===== src/rtl/reg_wb_ctrl.sv =====
// Register-file writeback controller: arbitrates load-FIFO and ALU results onto a
// single registered write port and tracks per-register pending-write state.
module reg_wb_ctrl #(
  parameter int XLEN     = 32,
  parameter int LD_DEPTH = 2
) (
  input  logic            clk,
  input  logic            rst_n,
  input  logic            alu_valid,
  output logic            alu_ready,
  input  logic [4:0]      alu_rd,
  input  logic [XLEN-1:0] alu_data,
  input  logic            ld_valid,
  output logic            ld_ready,
  input  logic [4:0]      ld_rd,
  input  logic [XLEN-1:0] ld_data,
  input  logic [1:0]      ld_size,
  input  logic            ld_unsigned,
  input  logic [1:0]      ld_offset,
  input  logic            issue_valid,
  input  logic [4:0]      issue_rd,
  output logic            rf_w_en,
  output logic [4:0]      rf_rd,
  output logic [XLEN-1:0] rf_rdv,
  output logic [31:0]     busy
);
  localparam int AW = $clog2(LD_DEPTH);
  localparam logic [AW:0] DEPTH_C = LD_DEPTH[AW:0];

  logic [4:0]      fifo_rd   [LD_DEPTH];
  logic [XLEN-1:0] fifo_data [LD_DEPTH];
  logic [AW-1:0]   wr_ptr, rd_ptr;
  logic [AW:0]     count;

  logic            empty, full, push, pop, sel_valid;
  logic [4:0]      sel_rd;
  logic [XLEN-1:0] sel_data, ld_fmt;
  logic [7:0]      ld_byte;
  logic [15:0]     ld_half;
  logic [31:0]     busy_nxt;

  assign empty = (count == '0);
  assign full  = (count == DEPTH_C);
  // Readies are gated by reset so nothing can look accepted while held in reset.
  assign ld_ready  = rst_n & ~full;
  assign alu_ready = rst_n & empty;
  assign push = ld_valid & ld_ready;
  assign pop  = ~empty;

  // FIFO head always wins; ALU only gets the port when the FIFO is empty.
  assign sel_valid = pop | alu_valid;
  assign sel_rd    = empty ? alu_rd   : fifo_rd[rd_ptr];
  assign sel_data  = empty ? alu_data : fifo_data[rd_ptr];

  assign ld_byte = ld_data[8*ld_offset +: 8];
  assign ld_half = ld_data[16*ld_offset[1] +: 16];

  always_comb begin
    ld_fmt = ld_data;
    case (ld_size)
      2'b00:   ld_fmt = {{(XLEN-8){~ld_unsigned & ld_byte[7]}}, ld_byte};
      2'b01:   ld_fmt = {{(XLEN-16){~ld_unsigned & ld_half[15]}}, ld_half};
      default: ld_fmt = ld_data;
    endcase
  end

  always_ff @(posedge clk) begin
    if (push) begin
      fifo_rd[wr_ptr]   <= ld_rd;
      fifo_data[wr_ptr] <= ld_fmt;
    end
  end

  always_ff @(posedge clk or negedge rst_n) begin
    if (!rst_n) begin
      wr_ptr <= '0;
      rd_ptr <= '0;
      count  <= '0;
    end else begin
      if (push) wr_ptr <= wr_ptr + 1'b1;
      if (pop)  rd_ptr <= rd_ptr + 1'b1;
      case ({push, pop})
        2'b10:   count <= count + 1'b1;
        2'b01:   count <= count - 1'b1;
        default: count <= count;
      endcase
    end
  end

  // Set after clear so a same-cycle issue keeps the register busy.
  always_comb begin
    busy_nxt = busy;
    if (sel_valid)   busy_nxt[sel_rd]   = 1'b0;
    if (issue_valid) busy_nxt[issue_rd] = 1'b1;
    busy_nxt[0] = 1'b0;
  end

  always_ff @(posedge clk or negedge rst_n) begin
    if (!rst_n) begin
      rf_w_en <= 1'b0;
      rf_rd   <= '0;
      rf_rdv  <= '0;
      busy    <= '0;
    end else begin
      busy <= busy_nxt;
      if (sel_valid && sel_rd != 5'd0) begin
        rf_w_en <= 1'b1;
        rf_rd   <= sel_rd;
        rf_rdv  <= sel_data;
      end else begin
        rf_w_en <= 1'b0;
      end
    end
  end
endmodule


===== config.mk =====
export PLATFORM = sky130hd
export DESIGN_NAME = reg_wb_ctrl
export DESIGN_NICKNAME = d
export VERILOG_FILES = /design/src/rtl/reg_wb_ctrl.sv
export SDC_FILE = /design/constraint.sdc
export NUM_CORES = 1
export LEC_CHECK = 0
export CAP_MARGIN = 20
export CORE_MARGIN = 2
export CORE_UTILIZATION = 40
export CTS_BUF_LIST = sky130_fd_sc_hd__clkbuf_4 sky130_fd_sc_hd__clkbuf_8
export DETAILED_ROUTE_END_ITERATION = 10
export PLACE_DENSITY_LB_ADDON = 0.12
export SYNTH_ARGS = -nofsm -noshare
export SYNTH_HDL_FRONTEND = slang
export SYNTH_SLANG_ARGS = --single-unit
export TNS_END_PERCENT = 20

===== constraint.sdc =====
create_clock -name clk -period 3.7 [get_ports clk]
set_input_delay 0.37 -clock clk [delete_from_list [all_inputs] [get_ports clk]]
set_output_delay 0.37 -clock clk [all_outputs]
set_load 0.02 [all_outputs]

Yosys cells after proc, flatten, opt, wreduce, memory -nomap -nowiden
Memory sizes are Yosys's and may differ from the RTL's.
Cells that the tools add are included.

storage, ports and cells
  flip-flop bits (word level) = 73
  RAM bits = 74
  input bits = 89
  output and inout bits = 72
  logic and storage cells = 55
  memories kept = 2

cells by class
  add/sub/neg operators = 4
  order comparisons = 4
  equal/unequal tests = 4
  shift operators = 2
  mux-type cells = 13
  bitwise operators = 12
  reductions and logical operators = 7

memories
  name       words  width  rd ports  clocked after Yosys merged registers in  wr ports  RTL line  RTL
  fifo_data  2      32     1         0                                        1         31        logic [XLEN-1:0] fifo_data [LD_DEPTH];
  fifo_rd    2      5      1         0                                        1         30        logic [4:0] fifo_rd [LD_DEPTH];

operator list
  kind                                                         count
  2-to-1 mux 32 bit                                            3
  case mux 32 bit (2 select lines)                             1
  bitwise AND 32 bit                                           1
  NOT 32 bit                                                   1
  bitwise OR 32 bit                                            1
  indexed part select 32 x 6 -> 16 bit                         1
  indexed part select 32 x 6 -> 8 bit                          1
  less-than comparator 5 x 6 -> 1 bit (second input constant)  2
  demux 1 bit (select 5 bit)                                   2
  >= comparator 5 x 1 -> 1 bit (second input constant)         2
  bitwise AND 1 bit                                            5
  2-to-1 mux 1 bit                                             5
  2-to-1 mux 5 bit                                             1
  nonzero test 5 bit                                           1
  == test 2 x 1 -> 1 bit (second input constant)               2
  == test 2 bit (second input constant)                        2
  logical NOT 2 bit                                            2
  case mux 2 bit (2 select lines)                              1
  logical AND 1 bit                                            3
  NOT 1 bit                                                    3
  adder 1 bit (second input constant)                          2
  adder 2 x 1 -> 2 bit (second input constant)                 1
  nonzero test 2 bit                                           1
  subtractor 2 x 1 -> 2 bit (second input constant)            1
  bitwise OR 1 bit                                             1

Depth between registers and ports, before layout
Gate-level depths: netlist of the first run.

  depth after elaboration = 11
  depth in mapped cells = 9

Worst setup path after synthesis of the first run
OpenSTA, ideal clock, no wires.

  kind = register to register
  from = register count[0]
  to = memory fifo_data[0][0], enable pin
  data arrival time = 2.723 ns
  required time = 3.269 ns
  slack = 0.545 ns
  cell stages (with the launch flop) = 6
  buffers on the path = 1
  period minus slack after synthesis = 3.155 ns
  path through = dfrtp_1 buf_2 inv_1 a21oi_1 nand2_1 nor2_1

on the way
  word-level cells in the longest chain between the ends = 6

ends and longest elaborated chain
  element                                 RTL line  RTL
  start: declaration                      33        logic [AW:0] count;
  start signal: assignment                83        2'b10: count <= count + 1'b1;
  start signal: assignment                84        2'b01: count <= count - 1'b1;
  start signal: assignment                85        default: count <= count;
  == test 2 bit                           43        assign full = (count == DEPTH_C);
  NOT 1 bit                               45        assign ld_ready = rst_n & ~full;
  bitwise AND 1 bit                       45
  net ld_ready                            14        output logic ld_ready,
  bitwise AND 1 bit                       47        assign push = ld_valid & ld_ready;
  2-to-1 mux 1 bit                        68        if (push) begin
  2-to-1 mux 1 bit (not written as such)  70        fifo_data[wr_ptr] <= ld_fmt;
  end: declaration                        31

The timed path passes the listed nets, and every way through them passes these cells.

Final worst setup path of the first run
  from = register count[0]
  to = output alu_ready

on the way
  word-level cells in the longest chain between the ends = 2

ends and longest elaborated chain
  element            RTL line  RTL
  logical NOT 2 bit  42        assign empty = (count == '0);
  bitwise AND 1 bit  46        assign alu_ready = rst_n & empty;
  end: declaration   10        output logic alu_ready,

No other way between the ends.

==> impl_metrics.tcl, run 1 <==
set metrics [dict create \
    pwr_density_cell_nw_per_um2 805 \
    io_buffers 159 \
    cts_buffer_depth 2 \
    drv_slew 0 \
    wire_per_inst_um 17.2 \
    final_area_um2 8890 \
    final-seq-area_um2 4050 \
    crit_path_end_kind "output port" \
    final_common_cell "clkdlybuf4s50_1" \
    grt_pass1_vias 4702 \
    drive_gt1_frac 0.123 \
    gp_congestion 0.906 \
    dp_hpwl_mm 11.7 \
    viasPerCell 5.19 \
    firstDrtPassIters 5 \
    top_level_ports 161 \
    antenna_found_initial 0 \
    drt-total-wl_mm 16.0 \
    cts_buffers 17 \
    n_fill_cell 1368 \
    rsz0062_at_grt "no" \
    syn-cell-area_um2 6630 \
    postCtsSetupBuffers 0 \
    final_nets 791 \
    holdBufCountCts 0 \
    antenna_cells 0 \
    ys_seq_area_frac 0.611 \
    hold_violations 0 \
    syn_to_final_growth_pct 34.1 \
    cp_max_fo 68 \
    core_um2 16400 \
    ant_nets 0 \
    h-tree-depth 4 \
    crit_type "flop to output port" \
    cp.required_ns 3.33 \
    tightest_slew_ns 0.930 \
    clk_pin_slew_ns 0.08 \
    finalSetupViolCount 0 \
    cts_resized 0 \
    via_count 4844 \
    synth.distinct_cells 40 \
    p_leak_uw 0.00359 \
    finalSetupTns_ns 0 \
    min_period_ns 2.77 \
    syn_avg_cell_area_um2 12.2 \
    multi_input_area_um2 2380 \
    synth_cells 542 \
    fin_crit_sh 0.750 \
    dieArea_um2 17600 \
    cts_tree "yes" \
    route.detailed.drc 0 \
    ys_ff_latch 147 \
    irDropWorstVdd_v 0.000334 \
    grt_max_degree 74 \
    dieWidth_um 133 \
    drv_cap 0 \
    skew_ns 0.0124 \
    num_rows 47 \
    most-common-layout-cells "158 x clkdlybuf4s50_1, 74 x edfxtp_1, 72 x dfrtp_1" \
    worst_hold_slack_ns 0.163 \
    clk_latency_ns 0.44 \
    grt_overflow_total 0 \
    outcome "completed" \
    placed_area_um2 8430 \
    max_slew_margin 0.375 \
    min_path_type "input pin to asynchronous set/reset pin" \
    synth_nets 632 \
    startpoint_type "flop" \
    cts_num_sinks 147 \
    start_util 0.404 \
    fmax_mhz 361 \
    first_iter_violations 249 \
    die_y_um 133 \
    cp.arrival_ns 2.40 \
    clock-root-buffer "clkbuf_8" \
    grt_pass1_wl_mm 24.7 \
    grt.total_usage 0.183 \
    ys_warn_count 0 \
]
==> per-stage QoR <==
| stage | cells | worst slack (ns) | util | total power, uW |
|---|---|---|---|---|
| 2_1_floorplan | 542 | 0.545 | - | 4530 |
| 3_3_place_gp | 901 | 0.868 | 0.512 | 5720 |
| 3_5_place_dp | 902 | 0.911 | 0.514 | 5800 |
| 4_1_cts | 934 | 0.871 | 0.542 | 7230 |
| 5_1_grt | 934 | 0.769 | 0.542 | 7540 |
| 6_report | 934 | 0.926 | 0.542 | 7160 |
==> where the power goes <==
group | switching [uW] | internal, uW
combinational | 1630 | 1570
sequential | 287 | 2260
clock | 593 | 827
==> Yosys cell counts <==
cell type,number,share of area
a211o_1,1,0.0013
a21o_1,2,0.0023
a21oi_1,35,0.026
a21oi_2,1,0.0013
a221o_1,14,0.021
a22oi_1,1,0.0011
a31oi_1,1,0.00094
and3_1,1,0.00094
buf_2,2,0.0015
buf_4,1,0.0011
buf_6,6,0.010
clkbuf_1,19,0.011
conb_1,1,0.00057
dfrtp_1,73,0.28
edfxtp_1,74,0.34
ha_1,1,0.0019
inv_1,13,0.0074
mux2_2,9,0.015
mux2_4,26,0.059
mux2i_1,43,0.065
mux2i_2,2,0.0042
nand2_1,52,0.029
nand3_1,7,0.0053
nand3b_1,7,0.0079
nor2_1,48,0.027
nor2b_1,3,0.0028
nor3_1,4,0.0030
nor4_1,1,0.00094
o21a_1,2,0.0023
o21ai_0,71,0.054
o21ai_1,1,0.00075
o21bai_1,1,0.0011
o221ai_1,2,0.0026
o22ai_1,2,0.0019
or2_4,1,0.0013
or3_1,6,0.0057
or3_4,1,0.0017
or3b_2,2,0.0026
xnor2_1,3,0.0040
xor2_1,2,0.0026
==> worst paths after layout <==
| path | slack (ns) | depth (start not counted) | endpoint | startpoint |
|---|---|---|---|---|
| max in group asynchronous | 2.88 | 2 | rd_ptr | rst_n |
| worst min register to register | 0.51 | 1 | rf_rdv[14] | rf_rdv[14] |
| worst max register to register | 1.12 | 6 | busy[23] | count[0] |
| min in group clk | 0.46 | 5 | wr_ptr | rst_n |
| worst min-delay path | 0.16 | 2 | count[1] | rst_n |
| worst max-delay path | 0.93 | 4 | alu_ready | count[0] |
==> sequential cells by signal (all words and copies together) (netlist names), 2 cells and up <==
name / flops
rf_rd: 5
fifo_data: 64
count: 2
rf_rdv: 32
busy: 31
fifo_rd: 10
==> metal layers <==
layer | track usage | vias to the layer above | share of wire
li1 | - | 2287 | -
met1 | 0.241 | 2318 | 0.44
met2 | 0.288 | 211 | 0.47
met3 | 0.0387 | 28 | 0.067
met4 | 0.0896 | 0 | 0.028
met5 | 0 | - | 0
==> cells by family (layout without fill, tap and decap cells) <==
kind of cell | Yosys count | after routing | share of synthesized area
flip-flops | 147 | 147 | 0.611
multiplexers | 80 | 80 | 0.143
other | 1 | 1 | 0.000566
AO/OA/AOI/OAI | 134 | 134 | 0.117
adder cells (fa/ha/maj) | 1 | 1 | 0.00189
XOR/XNOR | 5 | 5 | 0.00661
AND/OR/NAND/NOR | 133 | 133 | 0.0889
buffers and inverters | 41 | 213 | 0.0310
==> area by class of cell <==
cell class	instances	area share
clock buffers	19	0.0287
clock inverters	13	0.0234
inverters	13	0.00549
multi-input cells	354	0.268
flip-flops and latches	147	0.456
well taps	220	0.0310
repair buffers	168	0.188
==> worst max-delay path, stage by stage, from the launching register on <==
cell and delay [ns]:
dfrtp_1 0.51, or2_4 0.25, buf_4 0.56, nor2_1 0.08
clkdlybuf4s50_1 0.56
Power figures use the tool's default switching activity.
==> inputs of run 2 (changes only) <==
==> constraint.sdc (replaced) <==
create_clock -name clk -period 2.5 [get_ports clk]
set_input_delay 0.25 -clock clk [delete_from_list [all_inputs] [get_ports clk]]
set_output_delay 0.25 -clock clk [all_outputs]
set_load 0.02 [all_outputs]
==> run 2 against run 1 <==
Combinational power increased by 51%; cell area about the same; clock power rose by 27%; register-to-register slack lost 0.88 ns.
==> impl_metrics.tcl, run 2 (same netlist as run 1, synthesis figures left out) <==
set metrics [dict create \
    worst_hold_slack_ns 0.0298 \
    cts_tree "yes" \
    clk_pin_slew_ns 0.09 \
    route.detailed.drc 0 \
    cts_buffers 17 \
    final_nets 798 \
    clockPowerShare 0.174 \
    num_rows 47 \
    skew_ns 0.0150 \
    io_buffers 159 \
    grt_pass1_wl_mm 27.1 \
    via_count 4938 \
    start_util 0.404 \
    antenna_found_initial 0 \
    dieArea_um2 17600 \
    regMostFlops "fifo_data" \
    fin_crit_sh 0.903 \
    grt.total_usage 0.196 \
    crit_type "flop to flop" \
    gp_congestion 0.897 \
    grt_overflow_total 0 \
    reg2regPathDepth 6 \
    tightest_slew_ns 1.11 \
    pwr_density_cell_nw_per_um2 1170 \
    antenna_cells 0 \
    crit_path_end_kind "flop" \
    p_comb_frac 0.464 \
    top_level_ports 161 \
    r2r_start "rd_ptr" \
    die_y_um 133 \
    switchingPower_uw 3930 \
    syn_to_final_growth_pct 34.0 \
    firstDrtPassIters 5 \
    rsz0062_at_grt "no" \
    viasPerCell 5.25 \
    p_sw_frac 0.378 \
    p_total_uw 10400 \
    drt-total-wl_mm 16.8 \
    most-common-layout-cells "157 x clkdlybuf4s50_1, 74 x edfxtp_1, 72 x dfrtp_1" \
    top_regs "fifo_data: 64 flops, rf_rdv: 32 flops, busy: 31 flops" \
    cp.required_ns 2.84 \
    min_path_type "input pin to asynchronous set/reset pin" \
    p_int_uw 6460 \
    min_period_ns 2.26 \
    hold_violations 0 \
    drive_gt1_frac 0.132 \
    r2r-end "rf_rdv[29]" \
    clock-root-buffer "clkbuf_8" \
    largest_reg_flops 64 \
    core_um2 16400 \
    cp_max_fo 32 \
    placed_area_um2 8490 \
    postCtsSetupBuffers 0 \
    cts_num_sinks 147 \
    finalSetupViolCount 0 \
    grt_pass1_vias 5079 \
    cts_resized 1 \
    ant_nets 0 \
    fmax_mhz 443 \
    drv_slew 0 \
    holdBufCountCts 0 \
    seq_power_share 0.362 \
    grt_max_degree 74 \
    wire_per_inst_um 17.9 \
    cts_buffer_depth 2 \
    final_common_cell "clkdlybuf4s50_1" \
    finalSetupTns_ns 0 \
    clk_latency_ns 0.45 \
    final_area_um2 8880 \
    cp.arrival_ns 2.59 \
    p_leak_uw 0.00361 \
    drv_cap 0 \
    path_cells "mux2i_1 -> a21oi_2 -> or3_4 -> o21a_2 -> buf_12 -> mux2_4" \
    dp_hpwl_mm 12.0 \
    startpoint_type "flop" \
    critPathSlowestCell "dfrtp_2" \
    max_slew_margin 0.254 \
    rrSetupSlack_ns 0.24 \
    h-tree-depth 4 \
    critPathMaxStageDelay_ns 0.46 \
    irDropWorstVdd_v 0.000471 \
    first_iter_violations 272 \
    outcome "completed" \
    dieWidth_um 133 \
]
## run 2: cell types whose count changed in the layout (fill, tap and decap cells not counted), moves of 2 or more
cell / change
buf_4: +6
clkinvlp_4: -3
clkinv_8: +2
inv_6: +6
inv_8: +5
clkinv_2: -2
bufinv_16: -5
## run 2: layout make-up
cell class	count	area, um2
clock inverter	15	158
tap	220	275
inverter	13	48.8
sequential	147	4050
clock buffer	17	234
fill	1405	7520
timing repair buffer	175	1730
multi-input combinational	354	2380
## run 2: worst max-delay path by stage
stage	slack [ns]	endpoint	startpoint	cells past startpoint
4_1_cts	0.24	rf_rdv[2]	rd_ptr	6
6_report	0.24	rf_rdv[29]	rd_ptr	6
3_5_place_dp	0.02	fifo_data[1][11]	ld_size[0]	5
5_1_grt	0.17	rf_rdv[17]	rd_ptr	6
2_1_floorplan	0.12	fifo_data[1][0]	count[0]	4
3_3_place_gp	0.10	fifo_data[0][11]	ld_size[0]	5
## run 2: worst max-delay path, delay by kind of cell (launching register included)
family	cells	cell delay [ns]
muxes	2	0.67
DFF	1	0.46
and+or+nand+nor	1	0.41
AOI/OAI and AO/OA	2	0.38
buffers and inverters	1	0.20
## run 2: layer usage
metal / wire length (um) / share of wire / vias up / global-route usage
met5: 0 / 0 / - / 0
met4: 363 / 0.022 / 0 / 0.0830
met3: 1230 / 0.073 / 31 / 0.0502
met2: 7840 / 0.47 / 209 / 0.310
met1: 7390 / 0.44 / 2391 / 0.259
li1: - / - / 2307 / -
## run 2: per-stage QoR
stage               std cells  utilization  setup WS, ns
global placement          909        0.518         0.101
floorplan                 542            -         0.123
global route              941        0.541         0.168
detailed placement        909        0.518        0.0153
finish                    941        0.541         0.242
CTS                       941        0.541         0.244
## run 2: power groups by stage
stage	Combinational, uW	Clock (uW)	Sequential [uW]
after floorplan	2320	0	4390
after global placement	4750	0	3800
after detailed placement	4860	0	3820
after CTS	4860	1860	3770
after global routing	5170	1960	3860
final	4820	1800	3770
==> inputs of run 3 (changes only) <==
--- a/config.mk
+++ b/config.mk
@@ -6,7 +6,6 @@
 export NUM_CORES = 1
 export LEC_CHECK = 0
 export CAP_MARGIN = 20
-export CORE_MARGIN = 2
 export CORE_UTILIZATION = 40
 export CTS_BUF_LIST = sky130_fd_sc_hd__clkbuf_4 sky130_fd_sc_hd__clkbuf_8
 export DETAILED_ROUTE_END_ITERATION = 10
==> run 3 against run 2 <==
First-iteration DRC count up 5.5%; routed wire length down 0.20%; sequential power barely moved; maximum frequency up 1.7%; total power increased by 2.1%; clock skew decreased by 0.0031 ns; sequential share of layout area decreased by 0.15 points; critical endpoint is now rf_rdv[6]; highest routed layer unchanged.
==> impl_metrics.tcl, run 3 (same netlist as run 1, synthesis figures left out) <==
set metrics [dict create \
    top_level_ports 161 \
    final_common_cell "clkdlybuf4s50_1" \
    final_nets 798 \
    r2r_start "count[0]" \
    viasPerCell 5.18 \
    final_area_um2 8910 \
    cp_top_family "simple AND/OR/NAND/NOR gates" \
    tightest_slew_ns 1.04 \
    cp_max_fo 14 \
    critPathMaxStageDelay_ns 0.49 \
    postCtsSetupBuffers 0 \
    start_util 0.413 \
    grt_pass1_wl_mm 26.2 \
    n_fill_cell 1317 \
    grt.total_usage 0.206 \
    cts_buffer_depth 2 \
    crit_type "flop to flop" \
    path_depth 6 \
    p_int_uw 6830 \
    route.detailed.drc 0 \
    io_buffers 159 \
    clockPowerShare 0.190 \
    dieArea_um2 17100 \
    placed_cells 905 \
    cp.required_ns 2.83 \
    cts_buffers 17 \
    drv_slew 0 \
    switchingPower_uw 3780 \
    num_rows 46 \
    cts_resized 1 \
    crit_buf_inv 1 \
    seq_power_share 0.357 \
    core_um2 16100 \
    r2r-end "rf_rdv[6]" \
    p_total_uw 10600 \
    drt-total-wl_mm 16.8 \
    worstSetupEndpoint "rf_rdv[6]" \
    cts_num_sinks 147 \
    p_sw_frac 0.356 \
    postLayoutCoreUtil 0.555 \
    rrSetupSlack_ns 0.28 \
    hold_violations 0 \
    first_iter_violations 287 \
    instances_no_fill 937 \
    max_slew_margin 0.303 \
    p_comb_frac 0.454 \
    syn_to_final_growth_pct 34.5 \
    reg2regPathDepth 6 \
    antenna_cells 0 \
    skew_ns 0.0119 \
    drv_cap 0 \
    gp_congestion 0.897 \
    min_path_type "input pin to asynchronous set/reset pin" \
    grt_max_degree 74 \
    wire_per_inst_um 17.9 \
    drive_gt1_frac 0.132 \
    dieWidth_um 131 \
    cp.arrival_ns 2.55 \
    outcome "completed" \
    path_cells "or2_4 -> a21oi_1 -> or3_4 -> o21a_2 -> buf_4 -> mux2_4" \
    critPathSlowestCell "dfrtp_1" \
    ant_nets 0 \
    antenna_found_initial 0 \
    holdBufCountCts 0 \
    dp_hpwl_mm 12.0 \
    min_period_ns 2.22 \
    p_leak_uw 0.00362 \
    pwr_density_cell_nw_per_um2 1190 \
    placed_area_um2 8470 \
    top_regs "fifo_data: 64 flops, rf_rdv: 32 flops, busy: 31 flops" \
    cts_tree "yes" \
    h-tree-depth 4 \
    crit_path_end_kind "flop" \
    crit_start "count[0]" \
    finalSetupViolCount 0 \
    largest_reg_flops 64 \
    grt_pass1_vias 4786 \
    clk_latency_ns 0.44 \
    clk_pin_slew_ns 0.08 \
    rsz0062_at_grt "no" \
    firstDrtPassIters 4 \
    via_count 4849 \
    startpoint_type "flop" \
    fin_crit_sh 0.888 \
    die_y_um 131 \
    regMostFlops "fifo_data" \
    irDropWorstVdd_v 0.000479 \
    clock-root-buffer "clkbuf_8" \
    grt_overflow_total 0 \
    most-common-layout-cells "157 x clkdlybuf4s50_1, 74 x edfxtp_1, 72 x dfrtp_1" \
    fmax_mhz 450 \
]
-- run 3: routing by layer --
metal,wire length (um),share of wire,vias up,track usage
li1,-,-,2308,-
met1,7430,0.44,2345,0.271
met2,8240,0.49,186,0.342
met3,1010,0.060,10,0.0428
met4,112,0.0067,0,0.0656
met5,0,0,-,0
-- run 3: how the worst min path moves through the flow --
stage / startpoint / end / depth (start not counted) / slack (ns)
floorplan: rst_n / busy[10] / 0 / -0.05
global placement: busy[9] / busy[9] / 2 / 0.48
detailed placement: rf_rdv[30] / rf_rdv[30] / 1 / 0.50
CTS: rst_n / count[1] / 2 / 0.07
global route: rst_n / count[1] / 2 / 0.12
finish: rst_n / count[1] / 2 / 0.04
-- run 3: layout make-up --
type / count / area (um2) / share of cell area
Clock buffer: 19 / 255 / 0.0286
Clock inverter: 13 / 184 / 0.0206
Inverter: 13 / 48.8 / 0.00548
Multi-Input combinational cell: 354 / 2380 / 0.267
Sequential cell: 147 / 4050 / 0.454
Tap cell: 216 / 270 / 0.0303
Timing Repair Buffer: 175 / 1720 / 0.193
-- run 3: power groups by stage --
stage	clock [uW]	combinational [uW]	sequential, uW
4_1_cts	2060	4860	3790
2_1_floorplan	0	2320	4390
3_3_place_gp	0	4750	3800
3_5_place_dp	0	4840	3830
6_report	2010	4820	3780
5_1_grt	2150	5210	3870
-- run 3: worst register-to-register path, cell delays in order (launching register included) --
cell	delay, ns
dfrtp_1	0.49
or2_4	0.24
a21oi_1	0.10
or3_4	0.43
o21a_2	0.29
buf_4	0.23
mux2_4	0.32
-- run 3: stage by stage --
stage / hold WS, ns / worst slack (ns) / setup TNS [ns]
after floorplan: -0.0456 / 0.123 / 0
after global placement: 0.484 / 0.0823 / 0
after detailed placement: 0.497 / -0.0216 / -0.127
after CTS: 0.0715 / 0.268 / 0
after global routing: 0.122 / 0.157 / 0
final: 0.0355 / 0.279 / 0
